$ cat src/rtl/fetch_queue.sv
// Instruction queue between fetch and decode: circular FIFO with valid/ready drain,
// almost-full stall and flush. Optional predecode flag via QU_FETCH_QUEUE_PREDECODE_EN.
module fetch_queue #(
    parameter int INSTR_WIDTH = 32,
    parameter int PC_WIDTH    = 12,
    parameter int DEPTH       = 4
) (
    input  logic                     clk,
    input  logic                     rst,
    input  logic                     flush,
    input  logic                     in_valid,
    input  logic [INSTR_WIDTH-1:0]   in_instr,
    input  logic [PC_WIDTH-1:0]      in_pc,
    output logic                     stall,
    output logic                     out_valid,
    output logic [INSTR_WIDTH-1:0]   out_instr,
    output logic [PC_WIDTH-1:0]      out_pc,
    output logic                     out_is_ctrl,
    input  logic                     out_ready,
    output logic [$clog2(DEPTH):0]   count,
    output logic                     overflow
);

    localparam int AW = $clog2(DEPTH);
    localparam int CW = AW + 1;
    localparam logic [CW-1:0] FULL   = CW'(DEPTH);
    localparam logic [CW-1:0] ALMOST = CW'(DEPTH - 1);

    logic [INSTR_WIDTH-1:0] instr_mem [DEPTH];
    logic [PC_WIDTH-1:0]    pc_mem    [DEPTH];
    logic [AW-1:0]          wr_ptr;
    logic [AW-1:0]          rd_ptr;
    logic                   push;
    logic                   pop;

    // Full check uses the pre-pop occupancy, so a pop never frees a slot for the same cycle.
    assign push = in_valid && (count != FULL);
    assign pop  = out_valid && out_ready;

    always_ff @(posedge clk) begin
        if (!rst) begin
            wr_ptr       <= '0;
            rd_ptr       <= '0;
            count        <= '0;
            overflow     <= 1'b0;
            instr_mem[0] <= '0;
            pc_mem[0]    <= '0;
        end else if (flush) begin
            wr_ptr   <= '0;
            rd_ptr   <= '0;
            count    <= '0;
            overflow <= 1'b0;
        end else begin
            if (push) begin
                instr_mem[wr_ptr] <= in_instr;
                pc_mem[wr_ptr]    <= in_pc;
                wr_ptr            <= wr_ptr + 1'b1;
            end
            if (pop) begin
                rd_ptr <= rd_ptr + 1'b1;
            end
            if (in_valid && (count == FULL)) begin
                overflow <= 1'b1;
            end
            case ({push, pop})
                2'b10:   count <= count + 1'b1;
                2'b01:   count <= count - 1'b1;
                default: count <= count;
            endcase
        end
    end

`ifdef QU_FETCH_QUEUE_PREDECODE_EN
    logic ctrl_mem [DEPTH];
    logic in_is_ctrl;

    assign in_is_ctrl = (in_instr[6:0] == 7'b1101111) ||
                        (in_instr[6:0] == 7'b1100111) ||
                        (in_instr[6:0] == 7'b1100011);

    always_ff @(posedge clk) begin
        if (!rst) begin
            ctrl_mem[0] <= 1'b0;
        end else if (!flush && push) begin
            ctrl_mem[wr_ptr] <= in_is_ctrl;
        end
    end

    assign out_is_ctrl = ctrl_mem[rd_ptr];
`else
    assign out_is_ctrl = 1'b0;
`endif

    assign out_valid = (count != '0);
    assign out_instr = instr_mem[rd_ptr];
    assign out_pc    = pc_mem[rd_ptr];
    assign stall     = (count >= ALMOST);

endmodule

$ cat config.mk
export PLATFORM = sky130hd
export DESIGN_NAME = fetch_queue
export DESIGN_NICKNAME = d
export VERILOG_FILES = /design/src/rtl/fetch_queue.sv
export SDC_FILE = /design/constraint.sdc
export NUM_CORES = 1
export LEC_CHECK = 0
export CORE_ASPECT_RATIO = 0.7
export CORE_MARGIN = 10
export CORE_UTILIZATION = 49
export DETAILED_ROUTE_END_ITERATION = 8
export PLACE_DENSITY = 0.76
export SLEW_MARGIN = 0
export SYNTH_ARGS = -nofsm -noshare
export SYNTH_HDL_FRONTEND = slang
export SYNTH_SLANG_ARGS = --single-unit
export TNS_END_PERCENT = 100
$ cat constraint.sdc
create_clock -name clk -period 6.8 [get_ports clk]
set_input_delay 1.36 -clock clk [delete_from_list [all_inputs] [get_ports clk]]
set_output_delay 1.36 -clock clk [all_outputs]
set_load 0.02 [all_outputs]
# [After elaboration in Yosys (flattened, before gate mapping)]
# Memories as Yosys holds them, arrays and structs flattened. A register that Yosys moved wholly into a read port is not among the register bits.
# Index checks and enable logic that the tools add are counted.
[totals] ff_bits=8 mem_bits_rw=176 in_bits=49 out_inout_bits=51 elab_cells=40 n_memories=2
[classes] addsub=4 magnitude_cmp=1 eq_ne=4 mux=16 n_bitwise=1 reduce_logical=8
[mem_list] memory="instr_mem" depth=4 width=32 read_ports=1 rd_ports_with_merged_regs=1 wr=1 line_no="29" text="logic [INSTR_WIDTH-1:0] instr_mem [DEPTH];"
[mem_list] memory="pc_mem" depth=4 width=12 read_ports=1 rd_ports_with_merged_regs=1 wr=1 line_no="30" text="logic [PC_WIDTH-1:0] pc_mem [DEPTH];"
[op_table] cell="32-bit two-way mux" n=1
[op_table] cell="32-bit OR reduction" n=1
[op_table] cell="12-bit two-way mux" n=1
[op_table] cell="2-bit two-way mux" n=6
[op_table] cell="12-bit OR reduction" n=1
[op_table] cell="1-bit two-way mux" n=7
[op_table] cell="3-bit case mux with 2 select lines" n=1
[op_table] cell="2-bit by 1-bit adder with 2-bit output (second input constant)" n=2
[op_table] cell="3-bit by 1-bit adder with 3-bit output (second input constant)" n=1
[op_table] cell="3-bit == test (second input constant)" n=1
[op_table] cell="3-bit by 2-bit >= comparator with 1-bit output (second input constant)" n=1
[op_table] cell="1-bit logical AND" n=3
[op_table] cell="3-bit != test (second input constant)" n=1
[op_table] cell="3-bit nonzero test" n=1
[op_table] cell="3-bit by 1-bit subtractor with 3-bit output (second input constant)" n=1
[op_table] cell="2-bit by 1-bit == test with 1-bit output (second input constant)" n=1
[op_table] cell="2-bit == test (second input constant)" n=1
[op_table] cell="2-bit nonzero test" n=1
[op_table] cell="2-bit OR reduction" n=1
[op_table] cell="1-bit inverter" n=1

# [Depth between registers and ports, before layout]
# Gate-level depths: netlist of run 1.
[logic_depth] depth_word=8 ltp_mapped=8 depth_no_buf=8

# [Worst setup path after synthesis of run 1]
# Ideal clock, no wire load.
[synth_timing] path_kind="input port to flip-flop" startpoint="input port in_valid" endpoint="memory instr_mem[0][0] (enable)" setup_time_ps=568 arrival_ps=5925 t_required_ps=6232 path_slack_ps=307 cell_stages=2 n_path_buf=0 path_cell_list="nand2b_1 o41ai_1"
[synth_via] elab_chain_cells=7 elab_cells_between_ends=8 cone_classes="6 x mux; 2 x reduce/logical"
[synth_rtl] item="from (decl)" line_no="11" text="input logic in_valid,"
[synth_rtl] item="1-bit logical AND *" line_no="37" text="assign push = in_valid && (count != FULL);"
[synth_rtl] item="1-bit two-way mux *" line_no="54" text="if (push) begin"
[synth_rtl] item="1-bit two-way mux *" line_no="48" text="end else if (flush) begin"
[synth_rtl] item="1-bit two-way mux *" line_no="41" text="if (!rst) begin"
[synth_rtl] item="1-bit two-way mux (implied by the code) *" line_no="55" text="instr_mem[wr_ptr] <= in_instr;"
[synth_rtl] item="32-bit OR reduction (no line)"
[synth_rtl] item="2-bit two-way mux (no line) / 1-bit two-way mux (equally long branches)"
[synth_rtl] item="to (decl)" line_no="29"
# Every way passes the cells marked *; elsewhere a longest branch is shown, timed or not.

==> results of run 1 <==
cell families after synthesis:
group                      Yosys count  share of synthesized area, %
adders and majority gates            2                         0.454
and+or+nand+nor                     65                          6.17
buffers and inverters               20                          1.43
AOI/OAI and AO/OA                   10                         0.978
muxes                               44                          13.8
xor gates and xnor gates             4                         0.489
DFF                                186                          76.6
other                                1                        0.0524
flip-flops by register name (all words and copies together), names as in the netlist, named ones only:
signal and flops:
instr_mem 128, pc_mem 48, count 3, overflow 1, wr_ptr 2, rd_ptr 2
layer usage:
layer | global-route usage, % | wire [um]
met3 | 5.29 | 1320
met4 | 4.25 | 68
met1 | 19.2 | 5830
met5 | 0 | 0
met2 | 20.1 | 5910
final cells by class:
type                       count  area share (%)
clock buffer                  17            4.78
clock inverter                15            1.46
inverter                       4           0.169
multi-input combinational    126            17.8
sequential                   186            61.6
tap                          190            2.67
timing repair buffer         103            11.4
worst max path at each step:
stage / to / slack, ps / cells after the start
6_report: out_instr[0] / 2820 / 2
5_1_grt: out_instr[3] / 2640 / 2
4_1_cts: out_instr[0] / 2740 / 2
3_5_place_dp: instr_mem[3][26] / 2520 / 5
3_3_place_gp: instr_mem[3][26] / 2570 / 5
2_1_floorplan: instr_mem[0][0] / 310 / 2
cell usage in the layout (no fill, tap or decap), types with 2 or more instances in the layout:
cell type,synthesis,layout
buf_4,5,5
clkdlybuf4s50_1,0,98
nor2_1,7,7
inv_8,0,4
clkinvlp_4,0,2
edfxtp_1,176,176
o211ai_1,2,2
nand2b_1,3,3
nand2_1,2,2
and2_2,23,23
mux4_2,44,44
dfxtp_1,10,8
inv_1,4,4
clkinv_4,0,3
and2_1,21,21
xor2_1,3,3
a21oi_1,3,3
inv_6,0,4
clkbuf_16,0,17
through the flow:
step | util, % | setup slack (ps) | std cells | power, mW
final | 63.2 | 2820 | 641 | 2.36
after global routing | 63.2 | 2640 | 641 | 2.44
after CTS | 63.2 | 2740 | 641 | 2.38
after detailed placement | 59.2 | 2520 | 609 | 1.47
after global placement | 59.2 | 2570 | 609 | 1.47
after floorplan | - | 307 | 332 | 1.39
cell usage after synthesis:
| master | instances | area [um2] |
|---|---|---|
| conb_1 | 1 | 3.75 |
| nor2b_1 | 1 | 6.26 |
| o41ai_1 | 1 | 8.76 |
| o311ai_0 | 1 | 8.76 |
| nor3b_4 | 1 | 18.8 |
| dfxtp_1 | 10 | 200 |
| nand2_1 | 2 | 7.51 |
| buf_1 | 4 | 15.0 |
| and2_1 | 21 | 131 |
| xor2_1 | 3 | 26.3 |
| nor4_1 | 1 | 6.26 |
| o21ai_0 | 1 | 5.00 |
| nand2b_1 | 3 | 18.8 |
| edfxtp_1 | 176 | 5290 |
| inv_1 | 4 | 15.0 |
| o211ai_1 | 2 | 15.0 |
| nor3_4 | 1 | 16.3 |
| and2_2 | 23 | 173 |
| clkbuf_2 | 5 | 25.0 |
| nor2_1 | 7 | 26.3 |
| and3b_1 | 1 | 8.76 |
| and3_2 | 1 | 7.51 |
| or3_1 | 1 | 6.26 |
| fa_1 | 1 | 20.0 |
| a21oi_1 | 3 | 15.0 |
| ha_1 | 1 | 12.5 |
| or4_1 | 1 | 7.51 |
| or3_2 | 1 | 7.51 |
| a21o_2 | 1 | 8.76 |
| buf_4 | 5 | 37.5 |
| xnor2_1 | 1 | 8.76 |
| o31a_1 | 1 | 8.76 |
| buf_2 | 2 | 10.0 |
| mux4_2 | 44 | 991 |
critical path, delay by kind of cell, from the launching register on:
| kind | cells | cell delay, ps |
|---|---|---|
| multiplexers | 1 | 650 |
| flip-flops | 1 | 940 |
| buffers and inverters | 1 | 570 |
report_power, final:
| part | internal [mW] | leakage, nW | total (mW) | switching [mW] |
|---|---|---|---|---|
| combinational | 0.0903 | 0.889 | 0.166 | 0.0759 |
| sequential | 1.27 | 1.93 | 1.28 | 0.0108 |
| clock | 0.482 | 0.270 | 0.914 | 0.432 |
| total | 1.84 | 3.09 | 2.36 | 0.519 |
==> impl_metrics.json, run 1 <==
{
  "first_pass_iters": 5,
  "path_cells": "mux4_2 -> clkdlybuf4s50_1",
  "fp.dieH_um": 121,
  "grt_max_degree": 47,
  "cts.repair.resized": 0,
  "hold_viol": 0,
  "fin_crit_sh_pct": 58.5,
  "ys_seq_area_share_pct": 76.6,
  "htreeDepth": 4,
  "status": "completed",
  "register_area_um2": 5490,
  "ios": 100,
  "reg2regPathDepth": 4,
  "place.gp.congestion": 0.771,
  "final.setup.tns_ps": 0,
  "postRouteAntennaNets": 0,
  "cts_tree": "done",
  "insertion_delay_ps": 420,
  "r2r-start": "count[0]",
  "crit_path_end_kind": "output pin",
  "die-width_um": 165,
  "cap_violations": 0,
  "wire_per_inst_um": 20.5,
  "first_global_vias": 3686,
  "holdPathEnd": "overflow",
  "cp_max_fo": 44,
  "synthCells": 332,
  "hold_path_class": "flop to flop",
  "rsz0062_at_grt": "false",
  "setup_viol": 0,
  "ir_drop_v": 0.000155,
  "r2r_end": "pc_mem[3][6]",
  "cpPeakStageDelay_ps": 940,
  "clkTransAtPathRegs_ps": 70,
  "slew_headroom_pct": 23.8,
  "worstPathArrival_ps": 2620,
  "ctsHoldBuffers": 0,
  "fp.dieArea_um2": 19900,
  "vias": 3423,
  "min_from": "overflow",
  "drive_gt1_share_pct": 25.1,
  "whs_path_depth": 2,
  "design_area_um2": 8910,
  "num-fill-cells": 954,
  "drtIter0Drc": 185,
  "total_leakage_power_nw": 3.09,
  "tightest_slew_ps": 1140,
  "syn-cell-area_um2": 7160,
  "via_per_inst": 5.34,
  "row_count": 36,
  "synthesis.nets": 383,
  "avgSynthCellArea_um2": 21.6,
  "clockRootBuffer": "clkbuf_16",
  "cts_made_buffers": 17,
  "multi_input_area_um2": 1590,
  "fin_nets": 489,
  "grt_first_pass_wirelength_mm": 21.0,
  "required_ps": 5440,
  "synth_seq_cells": 186,
  "critPathSlowestCell": "dfxtp_4",
  "post_cts.repair.setup_buffers": 0,
  "start_util_pct": 50.8,
  "grt_use_total_pct": 13.9,
  "clk_path_buf_depth": 2,
  "post-route-drc-count": 0,
  "coreArea_um2": 14100,
  "clock.fmax_mhz": 252,
  "io_buffers": 98,
  "yosys.cell_types.count": 34,
  "dpl_cell_area_um2": 8350,
  "overflow": 0,
  "syn_to_final_growth_pct": 24.4,
  "ys_warn_count": 0,
  "cp-start-kind": "flop",
  "period_needed_ps": 3980,
  "grt_antenna_before_repair": 0,
  "powerDensity_nw_per_um2": 265,
  "finalClockSkew_ps": 8.93,
  "cts_sinks": 186,
  "critPathKind": "flop to output pin",
  "insertedDiodeCount": 0,
  "slew_viol_final": 0,
  "r2r_slack_ps": 4120,
  "timing.hold.ws_ps": 495,
  "dp_hpwl_mm": 7.81,
  "routed_wl_mm": 13.1
}
Note: power is estimated with default switching activity, not from simulation.
==> run 2, diff against run 1 <==
==> constraint.sdc (replaced) <==
create_clock -name clk -period 3.2 [get_ports clk]
set_input_delay 0.64 -clock clk [delete_from_list [all_inputs] [get_ports clk]]
set_output_delay 0.64 -clock clk [all_outputs]
set_load 0.02 [all_outputs]
==> impl_metrics.json, run 2 (synthesis results as in run 1) <==
{
  "status": "completed",
  "wire_per_inst_um": 20.5,
  "overflow": 0,
  "coreArea_um2": 14100,
  "clkTransAtPathRegs_ps": 60,
  "row_count": 36,
  "finalClockSkew_ps": 9.80,
  "fp.dieH_um": 121,
  "postRouteAntennaNets": 0,
  "drtIter0Drc": 214,
  "rsz0062_at_grt": "false",
  "cts_made_buffers": 17,
  "clk_path_buf_depth": 2,
  "period_needed_ps": 2990,
  "dp_hpwl_mm": 8.64,
  "cts_sinks": 186,
  "top_regs": "instr_mem x128, pc_mem x48, count x3",
  "ctsHoldBuffers": 0,
  "io_buffers": 98,
  "utilization_pct": 64.1,
  "setup_viol": 0,
  "via_per_inst": 5.26,
  "fin_nets": 498,
  "timing.hold.ws_ps": 486,
  "required_ps": 2560,
  "cp-start-kind": "flop",
  "grt_max_degree": 45,
  "hold_viol": 0,
  "setup_ws_ps": 214,
  "slew_viol_final": 0,
  "place_ws_ps": 608,
  "fp.dieArea_um2": 19900,
  "critPathBufInv": 2,
  "final.setup.tns_ps": 0,
  "syn_to_final_growth_pct": 26.2,
  "htreeDepth": 4,
  "largest_reg_flops": 128,
  "crit_path_end_kind": "output pin",
  "total_leakage_power_nw": 3.13,
  "first_global_vias": 3716,
  "cts_tree": "done",
  "clockRootBuffer": "clkbuf_16",
  "fin_crit_sh_pct": 93.3,
  "final_cells": 650,
  "clock.fmax_mhz": 335,
  "largest-register": "instr_mem",
  "dpl_cell_area_um2": 8500,
  "path_cells": "buf_4 -> mux4_2 -> clkdlybuf4s50_1",
  "grt_first_pass_wirelength_mm": 21.2,
  "design_area_um2": 9040,
  "ios": 100,
  "dp_cells": 618,
  "insertedDiodeCount": 0,
  "grt_use_total_pct": 14.2,
  "worstPathArrival_ps": 2350,
  "cp_max_fo": 14,
  "post-route-drc-count": 0,
  "start_util_pct": 50.8,
  "place.gp.congestion": 0.753,
  "drive_gt1_share_pct": 25.7,
  "vias": 3416,
  "routed_wl_mm": 13.4,
  "critPathSlowestCell": "clkdlybuf4s50_1",
  "first_pass_iters": 4,
  "post_cts.repair.setup_buffers": 0,
  "cpPeakStageDelay_ps": 560,
  "critPathTopFamily": "buffers and inverters",
  "die-width_um": 165,
  "critPathKind": "flop to output pin",
  "powerDensity_nw_per_um2": 550,
  "cts.repair.resized": 0,
  "finalPower_mw": 4.97,
  "hold_path_class": "flop to flop",
  "final_cell_mix": "edfxtp_1, clkdlybuf4s50_1, mux4_2",
  "grt_antenna_before_repair": 0,
  "cap_violations": 0,
  "ir_drop_v": 0.000392,
  "final_common_cell": "edfxtp_1",
  "insertion_delay_ps": 430
}
==> run 2: cell count changes in the layout (fill, tap and decap cells not counted), sizes merged <==
cell	change
buf	+9
bufinv	+1
clkbuf	+3
clkinv	+1
clkinvlp	+2
inv	-7
==> run 2: final cells by class <==
type                       instances  area (um2)
tap                              190         238
clock inverter                    12         100
sequential                       186        5490
inverter                           4        15.0
timing repair buffer             112        1150
fill                             973        5060
multi-input combinational        126        1610
clock buffer                      20         437
==> run 2: path summary, 6_finish.rpt <==
path / start / to / slack, ps / cells past startpoint
setup / recovery: flop / out_pc[1] / 210 / 3
hold / removal: overflow / overflow / 490 / 2
setup reg to reg: count[2] / count[2] / 720 / 8
hold reg to reg: overflow / overflow / 490 / 2
==> run 2: where the power goes <==
group | internal, mW | switching (mW) | total, mW
clock network | 1.06 | 0.830 | 1.89
logic | 0.199 | 0.168 | 0.368
registers | 2.69 | 0.0179 | 2.71
total | 3.96 | 1.02 | 4.97
==> run 2: per-layer routing <==
layer / part of all wire, % / wire length [um] / track usage, % / vias up
li1: - / - / - / 1566
met1: 43 / 5730 / 18.2 / 1740
met2: 48 / 6400 / 21.8 / 99
met3: 8.5 / 1130 / 6.34 / 11
met4: 0.67 / 90 / 3.53 / 0
met5: 0 / 0 / 0 / -
==> run 2: worst reg2reg max path, cell delays in order, from the launching register on <==
cell      delay (ps)
dfxtp_1          470
nor3b_4          460
nand2b_1         240
ha_1             200
inv_1             60
fa_1             370
xor2_1           160
or3_1            310
a21oi_1          140
==> patch, RTL diff (flow settings as in run 2) <==
`PC_WIDTH`: 12 -> 6.
--- a/src/rtl/fetch_queue.sv
+++ b/src/rtl/fetch_queue.sv
@@ -2,7 +2,7 @@
 // almost-full stall and flush. Optional predecode flag via QU_FETCH_QUEUE_PREDECODE_EN.
 module fetch_queue #(
     parameter int INSTR_WIDTH = 32,
-    parameter int PC_WIDTH    = 12,
+    parameter int PC_WIDTH    = 6,
     parameter int DEPTH       = 4
 ) (
     input  logic                     clk,
Ports: changed (resized in_pc and out_pc); port bits go from 100 to 88. The function was not compared with the original's and may differ.
==> patch against run 2 <==
  * Clock skew hardly changed
  * Highest routed layer unchanged
  * Sequential cell count is 24 lower
  * Sequential power is 13% lower
  * Largest power group unchanged
  * Setup slack better by 0.19 ns
  * Die area is 11% lower
  * First-iteration DRC count is 4.7% higher
  * Global-route usage is 0.24 points higher
  * Synthesized area is 13% lower
  * Sequential share of layout area is 1.8 points lower
  * Cell area is 11% lower
  * Wire length is 8.5% lower
  * Count of clock-buffer cells in the layout is 3 lower
  * Total power is 1.8% lower
==> patch: results (changes against run 2) <==
metric	value	unit	change
1st-iter DRT viols	224		+4.7%
most common library cells after synthesis	edfxtp_1 (152), and2_1 (38), mux4_2 (38)		
layout cells sized above 1	21.8	%	-3.9 points
CTS root buffer	clkbuf_16		
Worst Path Max Fanout	21		+7
Netlist cell types	33		-2.9%
largest net degree at the start of global routing	40		-11%
largest registers	instr_mem x128, pc_mem x24, count x3		
TritonRoute pass-1 iters	4		unchanged
worst endpoint data arrival time	2.15	ns	-0.20 ns
via count of the first global-routing pass	3450		-7.2%
clock skew	0.00992	ns	+0.000120 ns
Avg Inst Size Synth	21.2	um2	-1.7%
Filler cells	832		-14%
Max-Cap Viols	0		unchanged
clock latency on the worst-skew pair	0.41	ns	-0.02 ns
number of antenna diodes	0		unchanged
Post-CTS Resized	0		unchanged
VDD IR max	0.412	mV	+5.1%
Seq/Total Area, Yosys	76.4	%	-0.17 points
dpl cells	539		-13%
Net count, final	441		-11%
DPL Wire Length	7.60	mm	-12%
post-synth net total	339		-11%
Hold Crit Class	flop to flop		
Non-Filler Instances	571		-12%
EDFF count, synth	152		-14%
antenna violations before repair	0		unchanged
total gr overflow	0		unchanged
placed instance area	7430	um2	-13%
largest cells by area after synthesis	edfxtp_1 (73%), mux4_2 (14%), and2_1 (3.8%)		
Post-Route WL	12.2	mm	-8.5%
synth warn	0		unchanged
first-pass GRT wire length	19.4	mm	-8.3%
Placer Congestion	0.754		+0.13%
PortBufs	86		-12%
Hold Buf Count CTS	0		unchanged
TritonCTS Buffers	17		unchanged
worst-margin pin slew	0.580	ns	
status	completed		
LEAKAGE	0.00283	uW	-9.8%
Clock Tree Buf Depth	2		unchanged
largest reg by FF count	instr_mem		
Vias/cell	5.32		+1.1%
Total GRT Usage	14.4	%	+0.24 points
htree depth	4		unchanged
post-place setup slack	0.536	ns	-0.0725 ns
-- patch: worst paths after layout --
path                                            start                    end  slack, ns  cells after the start
worst min-delay path            overflow$_SDFFE_PP0P_  overflow$_SDFFE_PP0P_       0.49                      2
worst max-delay path                             flop          out_instr[23]       0.41                      3
worst min register to register  overflow$_SDFFE_PP0P_  overflow$_SDFFE_PP0P_       0.49                      2
worst max register to register  count[2]$_SDFFE_PP0P_  count[2]$_SDFFE_PP0P_       0.72                      8
-- patch: kinds of logic (layout without fill, tap and decap cells) --
logic type	count (synthesis)	count (layout)	share of synthesized area, %
DFF	162	162	76.4
and+or+nand+nor	59	59	5.98
muxes	38	38	13.7
buffers and inverters	18	133	1.63
AOI/OAI and AO/OA	10	10	1.10
xor gates and xnor gates	4	4	0.562
adders and majority gates	2	2	0.522
other	1	1	0.0601
-- patch: final cells by class --
cell class | count | area [um2] | area share, %
multi-input combinational | 114 | 1410 | 17.4
clock inverter | 15 | 228 | 2.82
sequential | 162 | 4770 | 59.0
inverter | 4 | 15.0 | 0.186
clock buffer | 17 | 425 | 5.26
timing repair buffer | 97 | 1040 | 12.9
tap | 162 | 203 | 2.51
-- patch: power breakdown --
part | internal, uW | switching (uW) | leakage (uW) | total [uW]
clock | 1400 | 803 | 0.000315 | 2200
combinational | 172 | 151 | 0.000835 | 323
sequential | 2340 | 15.2 | 0.00168 | 2360
-- patch: routing by layer --
layer | track usage [%] | routed length (um)
met2 | 23.9 | 6230
met5 | 0 | 0
met3 | 5.41 | 870
met4 | 4.14 | 24
met1 | 17.4 | 5100
-- patch: critical path, cell delays in order, from the launching register on --
cell,delay [ns]
dfxtp_2,0.38
buf_12,0.22
mux4_2,0.57
clkdlybuf4s50_1,0.57
